--- config.mk ---
export PLATFORM = sky130hd
export DESIGN_NAME = muldiv_unit
export DESIGN_NICKNAME = d
export VERILOG_FILES = /design/src/rtl/muldiv_unit.sv
export SDC_FILE = /design/constraint.sdc
export NUM_CORES = 1
export LEC_CHECK = 0
export CORE_MARGIN = 2
export CORE_UTILIZATION = 60
export DETAILED_ROUTE_END_ITERATION = 12
export DONT_BUFFER_PORTS = 1
export GPL_TIMING_DRIVEN = 0
export MAX_ROUTING_LAYER = met4
export PLACE_DENSITY = 0.77
export SKIP_CTS_REPAIR_TIMING = 1
export SLEW_MARGIN = 20
export SYNTH_ARGS = -nofsm -noshare
export SYNTH_HDL_FRONTEND = slang
export SYNTH_SLANG_ARGS = --single-unit
--- constraint.sdc ---
create_clock -name clock -period 9.2 [get_ports clock]
set_input_delay 1.38 -clock clock [delete_from_list [all_inputs] [get_ports clock]]
set_output_delay 1.38 -clock clock [all_outputs]
set_load 0.1 [all_outputs]
--- src/rtl/muldiv_unit.sv ---
// muldiv_unit: iterative HI/LO multiply/divide unit.
//   MULT/MULTU use a radix-2 shift-add on operand magnitudes; DIV/DIVU use a
//   radix-2 restoring divide on magnitudes. Each op takes WIDTH CALC cycles,
//   then two FIX cycles: the first applies sign correction, the second
//   commits HI/LO. MTHI/MTLO write directly from IDLE.
//   Optional feature: define MULDIV_DIV_EN to build the divide datapath;
//   without it DIV/DIVU are treated as invalid ops and div_zero is tied low.
//   Handshake: start is sampled only while busy is low; an accepted op
//   produces exactly one done pulse unless flush or reset aborts it.
module muldiv_unit #(
    parameter int WIDTH = 32
) (
    input  logic             clock,
    input  logic             reset,
    input  logic             start,
    input  logic [2:0]       op,
    input  logic [WIDTH-1:0] a,
    input  logic [WIDTH-1:0] b,
    input  logic             flush,
    output logic [WIDTH-1:0] hi,
    output logic [WIDTH-1:0] lo,
    output logic             busy,
    output logic             done,
    output logic             div_zero,
    output logic [1:0]       dbg_state_o
);

    localparam logic [2:0] OP_MULT  = 3'b001;
    localparam logic [2:0] OP_MULTU = 3'b010;
    localparam logic [2:0] OP_DIV   = 3'b011;
    localparam logic [2:0] OP_DIVU  = 3'b100;
    localparam logic [2:0] OP_MTHI  = 3'b101;
    localparam logic [2:0] OP_MTLO  = 3'b110;

    localparam int CNT_W = $clog2(WIDTH);
    localparam logic [CNT_W-1:0] CNT_LAST = CNT_W'(WIDTH - 1);
    localparam logic [CNT_W-1:0] CNT_ONE  = CNT_W'(1);

    typedef enum logic [1:0] {
        S_IDLE = 2'd0,
        S_CALC = 2'd1,
        S_FIX  = 2'd2
    } state_t;

    state_t           state_q;
    logic [CNT_W-1:0] cnt_q;
    logic [WIDTH-1:0] hi_q, lo_q;
    logic             done_q, dz_pulse_q;
    // rem_q: running partial product high half / partial remainder
    // quo_q: multiplier being shifted out / dividend shifting into quotient
    logic [WIDTH-1:0] rem_q, quo_q;
    logic [WIDTH-1:0] opb_q;          // multiplicand or divisor magnitude
    logic             neg_lo_q;       // negate product, or negate quotient
`ifdef MULDIV_DIV_EN
    logic             neg_hi_q;       // negate remainder (dividend sign)
    logic             is_div_q;
    logic             dz_q;
`endif

    // Decoded request and operand magnitudes
    logic             is_mul_op, accept_op, signed_op, a_neg, b_neg;
    logic [WIDTH-1:0] a_mag, b_mag;
`ifdef MULDIV_DIV_EN
    logic             is_div_op;
`endif

    // Next values for one datapath step and for the sign-correction stage
    logic [WIDTH:0]     mul_sum;
    logic [WIDTH-1:0]   step_rem_d, step_quo_d;
    logic [2*WIDTH-1:0] prod, prod_neg;
    logic [WIDTH-1:0]   fix_hi_d, fix_lo_d;
`ifdef MULDIV_DIV_EN
    logic [WIDTH:0]     div_shl;
    logic [WIDTH-1:0]   div_sub;
    logic               div_ge;
`endif

    assign hi          = hi_q;
    assign lo          = lo_q;
    assign done        = done_q;
    assign busy        = (state_q != S_IDLE);
    assign dbg_state_o = state_q;
`ifdef MULDIV_DIV_EN
    assign div_zero    = dz_pulse_q;
`else
    assign div_zero    = 1'b0;
`endif

    // Decode the op and take operand magnitudes for signed ops
    always_comb begin
        is_mul_op = (op == OP_MULT) || (op == OP_MULTU);
`ifdef MULDIV_DIV_EN
        is_div_op = (op == OP_DIV) || (op == OP_DIVU);
        accept_op = is_mul_op || is_div_op;
        signed_op = (op == OP_MULT) || (op == OP_DIV);
`else
        accept_op = is_mul_op;
        signed_op = (op == OP_MULT);
`endif
        a_neg = signed_op && a[WIDTH-1];
        b_neg = signed_op && b[WIDTH-1];
        a_mag = a_neg ? (~a + 1'b1) : a;
        b_mag = b_neg ? (~b + 1'b1) : b;
    end

    // One radix-2 step: shift-add multiply or restoring divide
    always_comb begin
        mul_sum    = {1'b0, rem_q} + (quo_q[0] ? {1'b0, opb_q} : {(WIDTH+1){1'b0}});
        step_rem_d = mul_sum[WIDTH:1];
        step_quo_d = {mul_sum[0], quo_q[WIDTH-1:1]};
`ifdef MULDIV_DIV_EN
        div_shl = {rem_q, quo_q[WIDTH-1]};
        div_ge  = (div_shl >= {1'b0, opb_q});
        // when div_ge holds the true difference is below opb_q, so WIDTH bits suffice
        div_sub = div_shl[WIDTH-1:0] - opb_q;
        if (is_div_q) begin
            step_rem_d = div_ge ? div_sub : div_shl[WIDTH-1:0];
            step_quo_d = {quo_q[WIDTH-2:0], div_ge};
        end
`endif
    end

    // Sign correction of the raw magnitude result
    always_comb begin
        prod     = {rem_q, quo_q};
        prod_neg = ~prod + 1'b1;
        {fix_hi_d, fix_lo_d} = neg_lo_q ? prod_neg : prod;
`ifdef MULDIV_DIV_EN
        if (is_div_q) begin
            fix_hi_d = neg_hi_q ? (~rem_q + 1'b1) : rem_q;
            fix_lo_d = neg_lo_q ? (~quo_q + 1'b1) : quo_q;
        end
`endif
    end

    // Control FSM with registered HI/LO, done and div_zero
    always_ff @(posedge clock) begin
        if (!reset) begin
            state_q    <= S_IDLE;
            cnt_q      <= '0;
            hi_q       <= '0;
            lo_q       <= '0;
            done_q     <= 1'b0;
            dz_pulse_q <= 1'b0;
            rem_q      <= '0;
            quo_q      <= '0;
            opb_q      <= '0;
            neg_lo_q   <= 1'b0;
`ifdef MULDIV_DIV_EN
            neg_hi_q   <= 1'b0;
            is_div_q   <= 1'b0;
            dz_q       <= 1'b0;
`endif
        end else begin
            done_q     <= 1'b0;
            dz_pulse_q <= 1'b0;
            if (flush) begin
                // abort: no commit, no pulses, any start this cycle is dropped
                state_q <= S_IDLE;
                cnt_q   <= '0;
            end else begin
                case (state_q)
                    S_IDLE: begin
                        if (start) begin
                            if (op == OP_MTHI) begin
                                hi_q <= a;
                            end else if (op == OP_MTLO) begin
                                lo_q <= a;
                            end else if (accept_op) begin
                                rem_q    <= '0;
                                quo_q    <= a_mag;
                                opb_q    <= b_mag;
                                neg_lo_q <= a_neg ^ b_neg;
                                cnt_q    <= '0;
                                state_q  <= S_CALC;
`ifdef MULDIV_DIV_EN
                                is_div_q <= is_div_op;
                                neg_hi_q <= is_div_op ? a_neg : (a_neg ^ b_neg);
                                dz_q     <= is_div_op && (b == '0);
`endif
                            end
                        end
                    end
                    S_CALC: begin
                        rem_q <= step_rem_d;
                        quo_q <= step_quo_d;
                        if (cnt_q == CNT_LAST) begin
                            cnt_q   <= '0;
                            state_q <= S_FIX;
                        end else begin
                            cnt_q <= cnt_q + CNT_ONE;
                        end
                    end
                    S_FIX: begin
                        if (cnt_q == '0) begin
                            // first FIX cycle: apply sign correction in place
                            rem_q <= fix_hi_d;
                            quo_q <= fix_lo_d;
                            cnt_q <= CNT_ONE;
                        end else begin
                            // second FIX cycle: commit and signal completion
`ifdef MULDIV_DIV_EN
                            if (!dz_q) begin
                                hi_q <= rem_q;
                                lo_q <= quo_q;
                            end
                            dz_pulse_q <= dz_q;
`else
                            hi_q <= rem_q;
                            lo_q <= quo_q;
`endif
                            done_q  <= 1'b1;
                            cnt_q   <= '0;
                            state_q <= S_IDLE;
                        end
                    end
                    default: begin
                        state_q <= S_IDLE;
                        cnt_q   <= '0;
                    end
                endcase
            end
        end
    end

endmodule
==> summary.md <==
| Metric | Value |
|---|---|
| Worst-Skew Late Latency | `0.44 ns` |
| Post-synthesis sequential element count | `169` |
| Final hold vios | `0` |
| Xor/xnor cell area share of the yosys netlist | `0.07204` |
| Slew HR | `0.2320` |
| Clk pin slew, worst setup/hold paths | `0.07 ns` |
| Combinational family with the most area after synthesis | `compound AO/OA/AOI/OAI gates` |
| Most area-consuming cells after synthesis | `sky130_fd_sc_hd__dfxtp_1, sky130_fd_sc_hd__a21oi_1, sky130_fd_sc_hd__a211oi_1` |
| Type of destination of the critical path | `flop` |
| Post-Route Hold Slack | `0.4681 ns` |
| Final count of pins violating max slew | `0` |
| Leading area contributor after synthesis | `sky130_fd_sc_hd__dfxtp_1` |
| Number of global-route vias before repair | `11,190` |
| Area Overhead vs Synth | `8.383%` |
| Number of iterations in the first detailed-routing pass | `6` |
| Global-route wire length before repair | `61,040 um` |
| Top routing layer in use | `met4` |
| Horizontal extent of the die | `143.5 um` |
| Wire length per cell | `21.94 um` |
| Pin count of the biggest net entering global routing | `17` |
| Number of rows created at floorplan | `51` |
| Count of unresolved DRC violations after routing | `0` |
| Placed cells | `1,806` |
| Fin crit share | `0.5564` |
| Total overflow reported by the global router | `0` |
| Syn Std Cell Area | `0.01167 mm2` |
| Number of antenna violations at the first check in global routing | `0` |
| CP Data Arrival Time | `5.41 ns` |
| Net Count, Synth | `1,654` |
| Clock tree root driver cell | `sky130_fd_sc_hd__clkbuf_16` |
| Multi-input combinational cell area | `0.007754 mm2` |
| Count of cell types in the netlist | `67` |
| Static Leak | `4.288 nW` |
| Finished Core Util | `0.6564` |
| Top library cells by usage in the layout, fill and taps aside | `sky130_fd_sc_hd__nor2_1, sky130_fd_sc_hd__dfxtp_1, sky130_fd_sc_hd__a21oi_1` |
| Fraction of layout instances using a drive strength above 1 | `0.03562` |
| Final layout net count | `1,674` |
| WP data required | `9.49 ns` |
| Tightest Pin Transition | `1.152 ns` |
| Number of endpoints failing setup at the final stage | `0` |
| Fraction of post-synthesis cell area in the top cell type by area | `0.2899` |
| Combined flip-flop and latch cell area | `0.003383 mm2` |
| Unrepaired setup endpoints after global routing | `false` |
| Total Neg Setup Slack | `0 ns` |
| Port bufs | `0` |
| Library cell contributing the largest single delay on the critical path | `sky130_fd_sc_hd__dfxtp_1` |
| Area share of and/or/nand/nor cells after synthesis | `0.2313` |
| CTS tree | `built` |
| Peak ir drop on the vdd network | `138.4 uV` |
| Number of warnings printed during yosys synthesis | `0` |
| Number of antenna cells inserted | `0` |
| Via count of the routed design | `12,270` |
| Syn avg cell area | `7.579 um2` |
| Final GP Congestion | `1.022` |
| Worst path cell trace | `inv_1 > ha_1 > inv_1 > a31oi_1 > nor4_2 > nand2_1 > clkbuf_1 > a21oi_1 > a31oi_1 > o211ai_1 > a21oi_1` |
| Mux contribution to synthesized area | `0.03613` |
| Vias per cell | `6.682` |
| Peak per-stage delay on the critical path | `1.08 ns` |
| Synthesized netlist cell count | `1,540` |
| Most common cell after layout, fill and taps aside | `sky130_fd_sc_hd__nor2_1` |
| Core footprint | `0.01927 mm2` |
| Result of the run | `complete, no violations` |
| Post-synthesis async set-or-reset flop share | `0` |
| Filler Cells Inserted | `1,782` |
| Starting density of the core | `0.6056` |
| Crit Path Class | `reg -> reg` |
| Die Footprint | `0.02058 mm2` |
| Total CTS buffers | `17` |
| Antenna Violating Nets Remaining | `0` |
| HP Class | `reg -> reg` |
| Sequential-to-total area share from yosys stat | `0.2899` |
| Post-layout instance count excluding filler cells | `1,837` |
| Worst-path fanout max | `10` |
| Post-detail-place hpwl | `30,660 um` |
| I/O Pins | `140` |
| Clock Skews | `0.01035 ns` |
| GRT Resource Usage Total | `0.3968` |
| H-Tree Depth | `4` |
| Height of the die | `143.5 um` |
| Min cycle time layout | `5.118 ns` |
| Maximum count of clock buffers along a single path | `2` |
| Most used DFF post-synth | `sky130_fd_sc_hd__dfxtp_1` |
| Crit path launch type | `flop` |
| Achievable Freq | `195.4 MHz` |
| Number of maximum-capacitance constraint violations | `0` |
| Wire length on met2 | `18,310 um` |
| Post-synth EDFFs | `0` |
| Power density relative to cell area | `150.5 mW/mm2` |
| First DRT Iteration DRCs | `1,459` |
| Synth Area in Compound Gates | `0.2764` |
| Wire length the detailed router placed on met1 | `15,490 um` |
| Wire length on met3 | `4347 um` |
| Adder-cell share of the synthesized area | `0.04674` |
| Detailed-route wire length | `40,300 um` |
| CTS sink count | `169` |
flip-flops by register name, indices dropped and copies added (netlist names):
register	count
quo_q	32
neg_lo_q	1
done	1
hi	32
lo	32
cnt_q	5
rem_q	32
dbg_state_o	2
opb_q	32
per-stage QoR:
step / total power [mW] / area [um2] / worst slack, ns
floorplan: 1.049 / 11670 / 5.168
global placement: 1.120 / 12000 / 4.301
detailed placement: 1.123 / 12030 / 4.238
CTS: 1.893 / 12650 / 4.206
global route: 1.954 / 12650 / 3.904
finish: 1.903 / 12650 / 4.082
per-layer routing:
metal | track usage | vias to the layer above
met1 | 0.4929 | 5611
li1 | - | 5721
met2 | 0.6246 | 781
met3 | 0.06931 | 161
met5 | - | -
met4 | 0.1945 | 0
kinds of logic after synthesis:
logic type	count (synthesis)
buffers and inverters	140
flip-flops	169
other	1
multiplexers	42
XOR/XNOR	96
AND/OR/NAND/NOR	545
AO/OA/AOI/OAI	504
adder cells (fa/ha/maj)	43
cell type report:
class | count | share of cell area
timing repair buffer | 1 | 0.0005935
buffer | 110 | 0.03462
multi-input combinational | 1231 | 0.6130
tap | 265 | 0.02621
sequential | 169 | 0.2675
clock inverter | 13 | 0.01533
inverter | 30 | 0.008902
clock buffer | 18 | 0.03393
critical path: cells and delay by family (launching register included):
kind	cells	cell delay, ns
DFF	1	1.08
and+or+nand+nor	2	1.23
buffers and inverters	3	1.25
AOI/OAI and AO/OA	5	1.08
adders and majority gates	1	0.32
Yosys cell counts (7+ instances only):
master	count
sky130_fd_sc_hd__xnor2_1	48
sky130_fd_sc_hd__inv_1	30
sky130_fd_sc_hd__or4_1	16
sky130_fd_sc_hd__a211oi_1	90
sky130_fd_sc_hd__nand2b_1	9
sky130_fd_sc_hd__o211ai_1	24
sky130_fd_sc_hd__a32oi_1	7
sky130_fd_sc_hd__o41ai_1	10
sky130_fd_sc_hd__nor4_1	19
sky130_fd_sc_hd__or3_1	19
sky130_fd_sc_hd__nor3_1	57
sky130_fd_sc_hd__a22oi_1	10
sky130_fd_sc_hd__mux2i_1	41
sky130_fd_sc_hd__clkbuf_1	100
sky130_fd_sc_hd__and3_1	12
sky130_fd_sc_hd__and2_1	46
sky130_fd_sc_hd__a21oi_1	137
sky130_fd_sc_hd__ha_1	42
sky130_fd_sc_hd__nand2_1	107
sky130_fd_sc_hd__dfxtp_1	169
sky130_fd_sc_hd__nand3_1	36
sky130_fd_sc_hd__o22ai_1	12
sky130_fd_sc_hd__nand4_1	10
sky130_fd_sc_hd__a31oi_1	16
sky130_fd_sc_hd__nor2_1	172
sky130_fd_sc_hd__a221oi_1	12
sky130_fd_sc_hd__o31ai_1	20
sky130_fd_sc_hd__a21o_1	14
sky130_fd_sc_hd__o21ai_0	106
sky130_fd_sc_hd__xor2_1	48
sky130_fd_sc_hd__nor2b_1	16
final timing paths:
kind              cells past startpoint   endpoint      startpoint  slack [ns]
hold / removal                        2  opb_q[31]       opb_q[31]        0.47
hold reg to reg                       2  opb_q[31]       opb_q[31]        0.47
setup / recovery                     11  quo_q[24]  dbg_state_o[0]        4.08
setup reg to reg                     11  quo_q[24]  dbg_state_o[0]        4.08
power breakdown:
group | internal, mW | switching, mW
Sequential | 0.753 | 0.0858
Clock | 0.457 | 0.327
Combinational | 0.0922 | 0.187
(Power assumes the default switching activity.)
